==> src/rtl/sram_ctrl.sv <==
// Single-outstanding load/store controller in front of a 32-bit word SRAM.
// Handles byte/half/word alignment, lane steering and load extension.
module sram_ctrl #(
   parameter int DEPTH    = 1024,
   parameter int LOGDEPTH = $clog2(DEPTH)
) (
   input  logic                clk,
   input  logic                reset_n,
   input  logic                req_valid,
   output logic                req_ready,
   input  logic                req_write,
   input  logic [31:0]         req_addr,
   input  logic [1:0]          req_size,
   input  logic                req_signed,
   input  logic [31:0]         req_wdata,
   output logic                resp_valid,
   input  logic                resp_ready,
   output logic [31:0]         resp_rdata,
   output logic                resp_error,
   output logic                sram_read_req,
   output logic [LOGDEPTH-1:0] sram_read_addr,
   input  logic [31:0]         sram_read_data,
   output logic                sram_write_req,
   output logic [LOGDEPTH-1:0] sram_write_addr,
   output logic [3:0]          sram_write_byte_en,
   output logic [31:0]         sram_write_data
);

   typedef enum logic [1:0] {IDLE, LOAD, RESP} state_t;

   state_t      state_q, state_d;
   logic [1:0]  off_q, off_d;
   logic [1:0]  size_q, size_d;
   logic        sgn_q, sgn_d;
   logic [31:0] rdata_q, rdata_d;
   logic        err_q, err_d;
   logic        valid_q, valid_d;

   logic        accept;
   logic        req_err;
   logic [31:0] shifted;
   logic [31:0] load_ext;

   assign req_ready = reset_n && (state_q == IDLE);
   assign accept    = req_valid && req_ready;

   // Anything above the SRAM's byte span is out of range.
   assign req_err = (req_size == 2'd3)
                 || (req_size == 2'd1 && req_addr[0])
                 || (req_size == 2'd2 && req_addr[1:0] != 2'd0)
                 || (|(req_addr >> (LOGDEPTH + 2)));

   assign sram_read_req   = accept && !req_write && !req_err;
   assign sram_write_req  = accept &&  req_write && !req_err;
   assign sram_read_addr  = req_addr[LOGDEPTH+1:2];
   assign sram_write_addr = req_addr[LOGDEPTH+1:2];

   always_comb begin
      sram_write_byte_en = 4'b1111;
      sram_write_data    = req_wdata;
      case (req_size)
         2'd0: begin
            sram_write_byte_en = 4'b0001 << req_addr[1:0];
            sram_write_data    = {4{req_wdata[7:0]}};
         end
         2'd1: begin
            sram_write_byte_en = 4'b0011 << req_addr[1:0];
            sram_write_data    = {2{req_wdata[15:0]}};
         end
         default: ;
      endcase
   end

   // Bring the addressed lane down to bit 0, then extend by captured size.
   assign shifted = sram_read_data >> {off_q, 3'b000};

   always_comb begin
      load_ext = shifted;
      case (size_q)
         2'd0:    load_ext = sgn_q ? {{24{shifted[7]}}, shifted[7:0]}
                                   : {24'd0, shifted[7:0]};
         2'd1:    load_ext = sgn_q ? {{16{shifted[15]}}, shifted[15:0]}
                                   : {16'd0, shifted[15:0]};
         default: ;
      endcase
   end

   always_comb begin
      state_d = state_q;
      off_d   = off_q;
      size_d  = size_q;
      sgn_d   = sgn_q;
      rdata_d = rdata_q;
      err_d   = err_q;
      valid_d = valid_q;
      case (state_q)
         IDLE: begin
            if (accept) begin
               if (!req_write && !req_err) begin
                  state_d = LOAD;
                  off_d   = req_addr[1:0];
                  size_d  = req_size;
                  sgn_d   = req_signed;
               end else begin
                  state_d = RESP;
                  valid_d = 1'b1;
                  rdata_d = 32'd0;
                  err_d   = req_err;
               end
            end
         end
         LOAD: begin
            state_d = RESP;
            valid_d = 1'b1;
            rdata_d = load_ext;
            err_d   = 1'b0;
         end
         RESP: begin
            if (resp_ready) begin
               state_d = IDLE;
               valid_d = 1'b0;
            end
         end
         default: state_d = IDLE;
      endcase
   end

   always_ff @(posedge clk or negedge reset_n) begin
      if (!reset_n) begin
         state_q <= IDLE;
         off_q   <= 2'd0;
         size_q  <= 2'd0;
         sgn_q   <= 1'b0;
         rdata_q <= 32'd0;
         err_q   <= 1'b0;
         valid_q <= 1'b0;
      end else begin
         state_q <= state_d;
         off_q   <= off_d;
         size_q  <= size_d;
         sgn_q   <= sgn_d;
         rdata_q <= rdata_d;
         err_q   <= err_d;
         valid_q <= valid_d;
      end
   end

   assign resp_valid = valid_q;
   assign resp_rdata = rdata_q;
   assign resp_error = err_q;

endmodule

==> config.mk <==
export PLATFORM = sky130hd
export DESIGN_NAME = sram_ctrl
export DESIGN_NICKNAME = d
export VERILOG_FILES = /design/src/rtl/sram_ctrl.sv
export SDC_FILE = /design/constraint.sdc
export NUM_CORES = 1
export LEC_CHECK = 0
export ABC_AREA = 1
export CAP_MARGIN = 15
export CELL_PAD_IN_SITES_DETAIL_PLACEMENT = 1
export CELL_PAD_IN_SITES_GLOBAL_PLACEMENT = 2
export CORE_MARGIN = 8
export CORE_UTILIZATION = 18
export CTS_BUF_LIST = sky130_fd_sc_hd__clkbuf_2
export DETAILED_ROUTE_END_ITERATION = 6
export PLACE_DENSITY = 0.87
export SLEW_MARGIN = 30
export SYNTH_ARGS = -nofsm -noshare
export SYNTH_HDL_FRONTEND = slang
export SYNTH_SLANG_ARGS = --single-unit
export TNS_END_PERCENT = 1
==> constraint.sdc <==
create_clock -name clk -period 2.4 [get_ports clk]
set_input_delay 0.72 -clock clk [delete_from_list [all_inputs] [get_ports clk]]
set_output_delay 0.72 -clock clk [all_outputs]
set_load 0.03 [all_outputs]
; Word-level counts from Yosys, hierarchy flattened
; Cells that the tools add are included.
[classes]
n_shift = 3
n_reduce_logical = 25
n_eq_ne = 9
muxes = 19
[op_table]
columns = operator, count
row1 = $pmux W32 S2, 3
row2 = $mux W32, 4
row3 = $shr A32 B5 Y32, 1
row4 = $reduce_or A20 Y1, 1
row5 = $logic_and A1 B1 Y1, 9
row6 = $pmux W4 S2, 1
row7 = $eq A2 B1 Y1 const B, 3
row8 = $eq A2 B2 Y1 const B, 3
row9 = $logic_not A2 Y1, 3
row10 = $mux W2, 3
row11 = $ne A2 B2 Y1 const B, 3
row12 = $pmux W2 S3, 1
row13 = $reduce_and A3 Y1, 2
row14 = $mux W1, 5
row15 = $reduce_and A4 Y1, 1
row16 = $reduce_bool A2 Y1, 2
row17 = $shl A1 B2 Y4 const A, 1
row18 = $shl A2 B2 Y4 const A, 1
row19 = $logic_or A1 B1 Y1, 3
row20 = $pmux W1 S3, 1
row21 = $reduce_bool A3 Y1, 1
row22 = $logic_not A1 Y1, 2
row23 = $pmux W1 S2, 1
row24 = $reduce_and A2 Y1, 1
[word_totals]
in_bits = 104
register_bits = 41
output_inout_bits = 93

; Depth between registers and ports, before layout
; Gate-level depths: netlist (run 1).
[logic_depth]
word_depth = 10
depth_mapped = 12

; Worst setup path after synthesis (run 1)
; OpenSTA, ideal clock, no wires.
[synth_timing]
kind = input to output
startpoint = input port reset_n
endpoint = output port sram_read_req
path_slack_ps = -430
cell_stages = 6
arrival_time_ps = 2110
path_cell_list = inv_1 > nor3_1 > nand2_1 > inv_2 > nand3_2 > inv_2
[synth_between]
elab_chain_cells = 4
[synth_lines]
columns = element, line
row1 = from (decl), 8  ; input logic reset_n,
row2 = $logic_and A1 B1 Y1, 44  ; assign req_ready = reset_n && (state_q == IDLE);
row3 = via req_ready, 10  ; output logic req_ready,
row4 = $logic_and A1 B1 Y1, 45  ; assign accept = req_valid && req_ready;
row5 = $logic_and A1 B1 Y1 (2 in series), 53  ; assign sram_read_req = accept && !req_write && !req_err;
row6 = to (decl), 20  ; output logic sram_read_req,
; The timed path passes the listed nets, and every way through them passes these cells.

; Worst setup path after layout (run 1)
[layout_timing]
startpoint = input port req_wdata[15]
endpoint = output port sram_write_data[31]
[layout_between]
elab_chain_cells = 1
[layout_lines]
columns = element, line
row1 = from (decl), 15  ; input logic [31:0] req_wdata,
row2 = $pmux W32 S2, 61  ; case (req_size)
row3 = to (decl), 26  ; output logic [31:0] sram_write_data
; Every way passes these cells.

==> reports/qor.csv, run 1 <==
metric,value,unit
coreArea,17100,µm²
seq_area,1030,µm²
worstSkewPairLatency,0.41,ns
critPathRequiredTime,1.68,ns
cts_buffer_depth,2,
crit_family,buffers and inverters,
synth_nets,584,
routed_wl,13.7,mm
timing.setup.tns,-0.00345,ns
final_cell_count_no_fill,860,
grt_start_max_net_pins,42,
num-fill-cells,2140,
path_max_fanout,2,
power_density,362,nW/µm²
synth_cell_types,25,
final_nets,738,
rows,48,
die_h,147,µm
drc,0,
whs,0.364,ns
fmax,416,MHz
synth_area,3100,µm²
max-cap-violations,0,
vias_per_cell,4.40,
die-width,147,µm
synthCells,480,
preCtsSetupSlack,-0.677,ns
p_total,1800,µW
path_depth,4,
status,finished with violations,
htreeDepth,2,
worst_slack,-0.00345,ns
num_vias,3781,
rsz0062_at_grt,true,
seq_area_frac_synth,0.331,
skew,0.0131,ns
ctsRootBufferMaster,clkbuf_2,
syn_area_per_cell,6.45,µm²
gr-total-overflow,0,
ios,197,
ant_nets,0,
area_delta_synth_final,60.1,%
cts.sinks,41,
setup_viol,1,
crit_chain,"clkdlybuf4s50_1, inv_1, o211ai_1, buf_12",
finalMaxSlewViolations,0,
grt_usage,0.125,
path_clk_slew,0.21,ns
ys.warnings.count,0,
antenna_found_initial,1,
crit_arrival,1.68,ns
cp_slowest_cell,clkdlybuf4s50_1,
dieArea,21700,µm²
wl_per_cell,16.0,µm
post-dp-hpwl,11.3,mm
worst_pin_slew,0.606,ns
critPathLaunchType,primary input,
path_class,primary input to output port,
cts_tree,yes,
holdBufCountCts,0,
gp_congestion,0.804,
portBuffers,166,
leakage,0.00258,µW
drive_gt1_frac,0.219,
dr.pass1.iters,4,
yosys_register_bits,41,
crit_path_end_kind,output port,
cts_buffers,5,
grt_pass1_wl,21.9,mm
grt_pass1_vias,4338,
timing.slew.headroom,0.596,
dp_cells,843,
path_buf_inv,3,
cp_slowest_stage_delay,0.45,ns
multiInputGateArea,1660,µm²
fin_crit,2.40,ns
hp-class,primary input to asynchronous set/reset pin,
violations,negative setup slack,
ir_drop,0.166,mV
period_share,1.00,
drt_iter0_drc,154,
reg2reg_depth,15,
initial_core_util,0.182,
finalHoldViolCount,0,
-- layout by cell type (no fill, tap or decap), types with 8 or more instances in the layout --
master / instances
a21oi_1: 42
buf_12: 8
buf_2: 21
buf_4: 69
clkdlybuf4s50_1: 100
dfrtp_1: 41
inv_1: 16
inv_2: 8
nand2_1: 194
nand3_1: 48
nor2_1: 14
o21ai_0: 18
-- sequential cells by signal, indices dropped and copies added (netlist names) --
register	cells
resp_rdata	32
off_q	2
size_q	2
state_q	2
resp_error	1
resp_valid	1
sgn_q	1
-- routing by layer --
metal | global-route usage | vias up | wire [µm] | share of wire
li1 | - | 1827 | - | -
met1 | 0.140 | 1744 | 5670 | 0.41
met2 | 0.211 | 179 | 6290 | 0.46
met3 | 0.0517 | 29 | 1400 | 0.10
met4 | 0.0413 | 2 | 354 | 0.026
met5 | 0 | - | 13 | 0.00095
-- layout make-up --
cell class	instances	share of cell area
inverters	24	0.0182
flip-flops and latches	41	0.207
repair buffers	204	0.371
clock buffers	5	0.00505
diodes	1	0.000505
multi-input cells	358	0.334
well taps	225	0.0568
clock inverters	2	0.00707
-- path summary, 6_finish.rpt --
check	start	endpoint	slack [ns]
max	req_wdata[15]	sram_write_data[31]	-0.003
min	reset_n	resp_rdata[14]	0.36
max reg2reg	state_q[0]	off_q[0]	0.13
min reg2reg	resp_valid	resp_valid	0.52
max in group asynchronous	reset_n	resp_rdata[3]	1.64
min in group clk	resp_valid	resp_valid	0.52
-- kinds of logic after synthesis --
| kind of cell | Yosys count | synth area share |
|---|---|---|
| buffers and inverters | 81 | 0.149 |
| DFF | 41 | 0.331 |
| and+or+nand+nor | 278 | 0.377 |
| AOI/OAI and AO/OA | 80 | 0.143 |
-- power by group --
part / switching [µW] / internal (µW) / leakage (µW) / total [µW]
combinational: 365 / 304 / 0.00197 / 670
clock: 231 / 169 / 0.0000388 / 400
sequential: 17.5 / 709 / 0.000563 / 727
total: 614 / 1180 / 0.00258 / 1800
-- synth_stat cells --
master	number	area [µm²]
a21oi_1	42	210
nand4_1	1	6.26
nand2_4	2	22.5
o21ai_0	21	105
inv_2	7	26.3
nand3_2	1	10.0
buf_2	6	30.0
nand2_2	2	12.5
clkbuf_1	10	37.5
o21ai_1	3	15.0
nor2_4	2	22.5
nand3b_4	1	20.0
buf_1	5	18.8
o31ai_1	1	7.51
nor3_1	1	5.00
o211ai_1	7	52.6
nand2_1	196	736
nand3_1	49	245
dfrtp_1	41	1030
inv_1	17	63.8
a211o_1	5	43.8
nor2_1	23	86.3
buf_4	32	240
buf_6	4	45.0
a21oi_2	1	8.76
-- worst reg2reg max path: cells and delay by family (launching register included) --
family | cells | cell delay (ns)
flops | 1 | 0.46
compound gates | 1 | 0.06
buf+inv | 10 | 1.19
simple gates | 4 | 0.47
-- what timing repair did --
item	CTS	global route
setup buffers	9	1
endpoints found under the setup margin	30	13
cloned	0	0
pin swaps	24	6
resized for setup	81	17
-- metrics by stage --
step	instance area (µm²)	util
floorplan	3100	-
global placement	4890	0.287
detailed placement	4890	0.287
CTS	4920	0.288
global route	4960	0.291
finish	4960	0.291
(Power assumes the default switching activity.)
==> inputs of run 2 (changes only) <==
- clock period: 2.4 -> 2.5 ns (I/O delays scaled with it)
==> run 2 against run 1 <==
Routed wire length is 1.8% lower. Highest routed layer unchanged. The run now ends clean. First-iteration DRC count decreased by 11%. Largest power group unchanged. Clock power is 29% lower.
==> reports/qor.csv, run 2 (synthesized netlist as in run 1, its figures left out) <==
metric,value,unit
status,"complete, no violations",
timing.slew.headroom,0.575,
drt_iter0_drc,137,
regToRegEndpoint,resp_error,
ir_drop,0.132,mV
cp_slowest_stage_delay,0.16,ns
path_buf_inv,3,
fin_crit,2.43,ns
drc,0,
worst_pin_slew,0.637,ns
final_cell_mix,"194 x nand2_1, 98 x clkdlybuf4s50_1, 62 x buf_4",
ant_nets,0,
cp_slowest_cell,clkdlybuf4s15_1,
worst_slack,0.0704,ns
antenna_cells,0,
grt_pass1_vias,4123,
drive_gt1_frac,0.201,
leakage,0.00255,µW
cts_buffers,5,
wl_per_cell,15.8,µm
rsz0062_at_grt,true,
htreeDepth,2,
vias_per_cell,4.36,
power_density,333,nW/µm²
num_vias,3711,
initial_core_util,0.182,
r2r_start,state_q[0],
crit_start,req_addr[15],
dr.pass1.iters,4,
worstSkewPairLatency,0.42,ns
path_class,primary input to output port,
dieArea,21700,µm²
crit_path_end_kind,output port,
finalMaxSlewViolations,0,
cts_tree,yes,
gr-total-overflow,0,
cts_buffer_depth,2,
rrSetupSlack,0.74,ns
hp-class,primary input to asynchronous set/reset pin,
portBuffers,166,
crit_arrival,1.68,ns
area_delta_synth_final,57.4,%
crit_family,simple AND/OR/NAND/NOR gates,
finalHoldViolCount,0,
fmax,412,MHz
p_total,1620,µW
antenna_found_initial,1,
ios,197,
ctsRootBufferMaster,clkbuf_2,
layout_commonest_cell,nand2_1,
period_share,0.972,
timing.setup.tns,0,ns
max-cap-violations,0,
coreArea,17100,µm²
reg2reg_depth,7,
die_h,147,µm
critPathRequiredTime,1.75,ns
path_depth,9,
final_util,0.286,
skew,0.0217,ns
grt_pass1_wl,21.4,mm
routed_wl,13.5,mm
post-dp-hpwl,11.1,mm
grt_usage,0.121,
preCtsSetupSlack,-0.567,ns
gp_congestion,0.808,
setup_viol,0,
grt_start_max_net_pins,42,
final_nets,731,
largest_reg_flops,32,
whs,0.367,ns
cts.sinks,41,
rows,48,
die-width,147,µm
crit_chain,"clkdlybuf4s15_1, nor2_1, nand2_1, nor2_2, nand2_2, nor2_4, nand3_2, inv_2, buf_12",
path_clk_slew,0.22,ns
path_max_fanout,3,
critPathLaunchType,primary input,
## run 2: changes by cell type in the layout (fill, tap and decap cells not counted), sizes merged
| cell | previous run | this run |
|---|---|---|
| buf | 100 | 82 |
| clkbuf | 7 | 17 |
| clkdlybuf4s15 | 0 | 2 |
| clkdlybuf4s50 | 100 | 98 |
| dlymetal6s2s | 2 | 4 |
| bufinv | 1 | 0 |
| diode | 1 | 0 |
## run 2: layout make-up
cell class | count | area, µm²
clock buffers | 6 | 30.0
clock inverters | 1 | 3.75
fillers | 2149 | 12200
inverters | 24 | 90.1
multi-input cells | 358 | 1640
flip-flops and latches | 41 | 1030
well taps | 225 | 282
repair buffers | 197 | 1800
## run 2: where the power goes
group | internal, µW | leakage (µW) | switching [µW]
sequential | 681 | 0.000563 | 17.3
clock | 65.2 | 0.0000265 | 217
combinational | 293 | 0.00196 | 349
total | 1040 | 0.00255 | 584
## run 2: timing repair
action                     4_1_cts  5_1_grt
setup buffers                    4        0
setup endpoints to repair       30        5
hold buffers                     0        0
pin swaps                       23       20
resized for setup               66       27
## run 2: worst max path at each step
stage / endpoint / slack, ns
2_1_floorplan: sram_read_req / -0.07
3_3_place_gp: sram_write_data[31] / -0.54
3_5_place_dp: sram_write_data[31] / -0.57
4_1_cts: sram_read_req / 0.005
5_1_grt: sram_read_req / -0.009
6_report: sram_read_req / 0.07
## run 2: per-stage QoR
step | instance area, µm² | instances
2_1_floorplan | 3100 | 480
3_3_place_gp | 4880 | 842
3_5_place_dp | 4880 | 842
4_1_cts | 4890 | 852
5_1_grt | 4870 | 852
6_report | 4870 | 852
## run 2: routing by layer
metal / track usage / part of all wire / up-vias
li1: - / - / 1812
met1: 0.139 / 0.42 / 1720
met2: 0.203 / 0.46 / 156
met3: 0.0471 / 0.092 / 21
met4: 0.0388 / 0.020 / 2
met5: 0 / 0.00074 / -
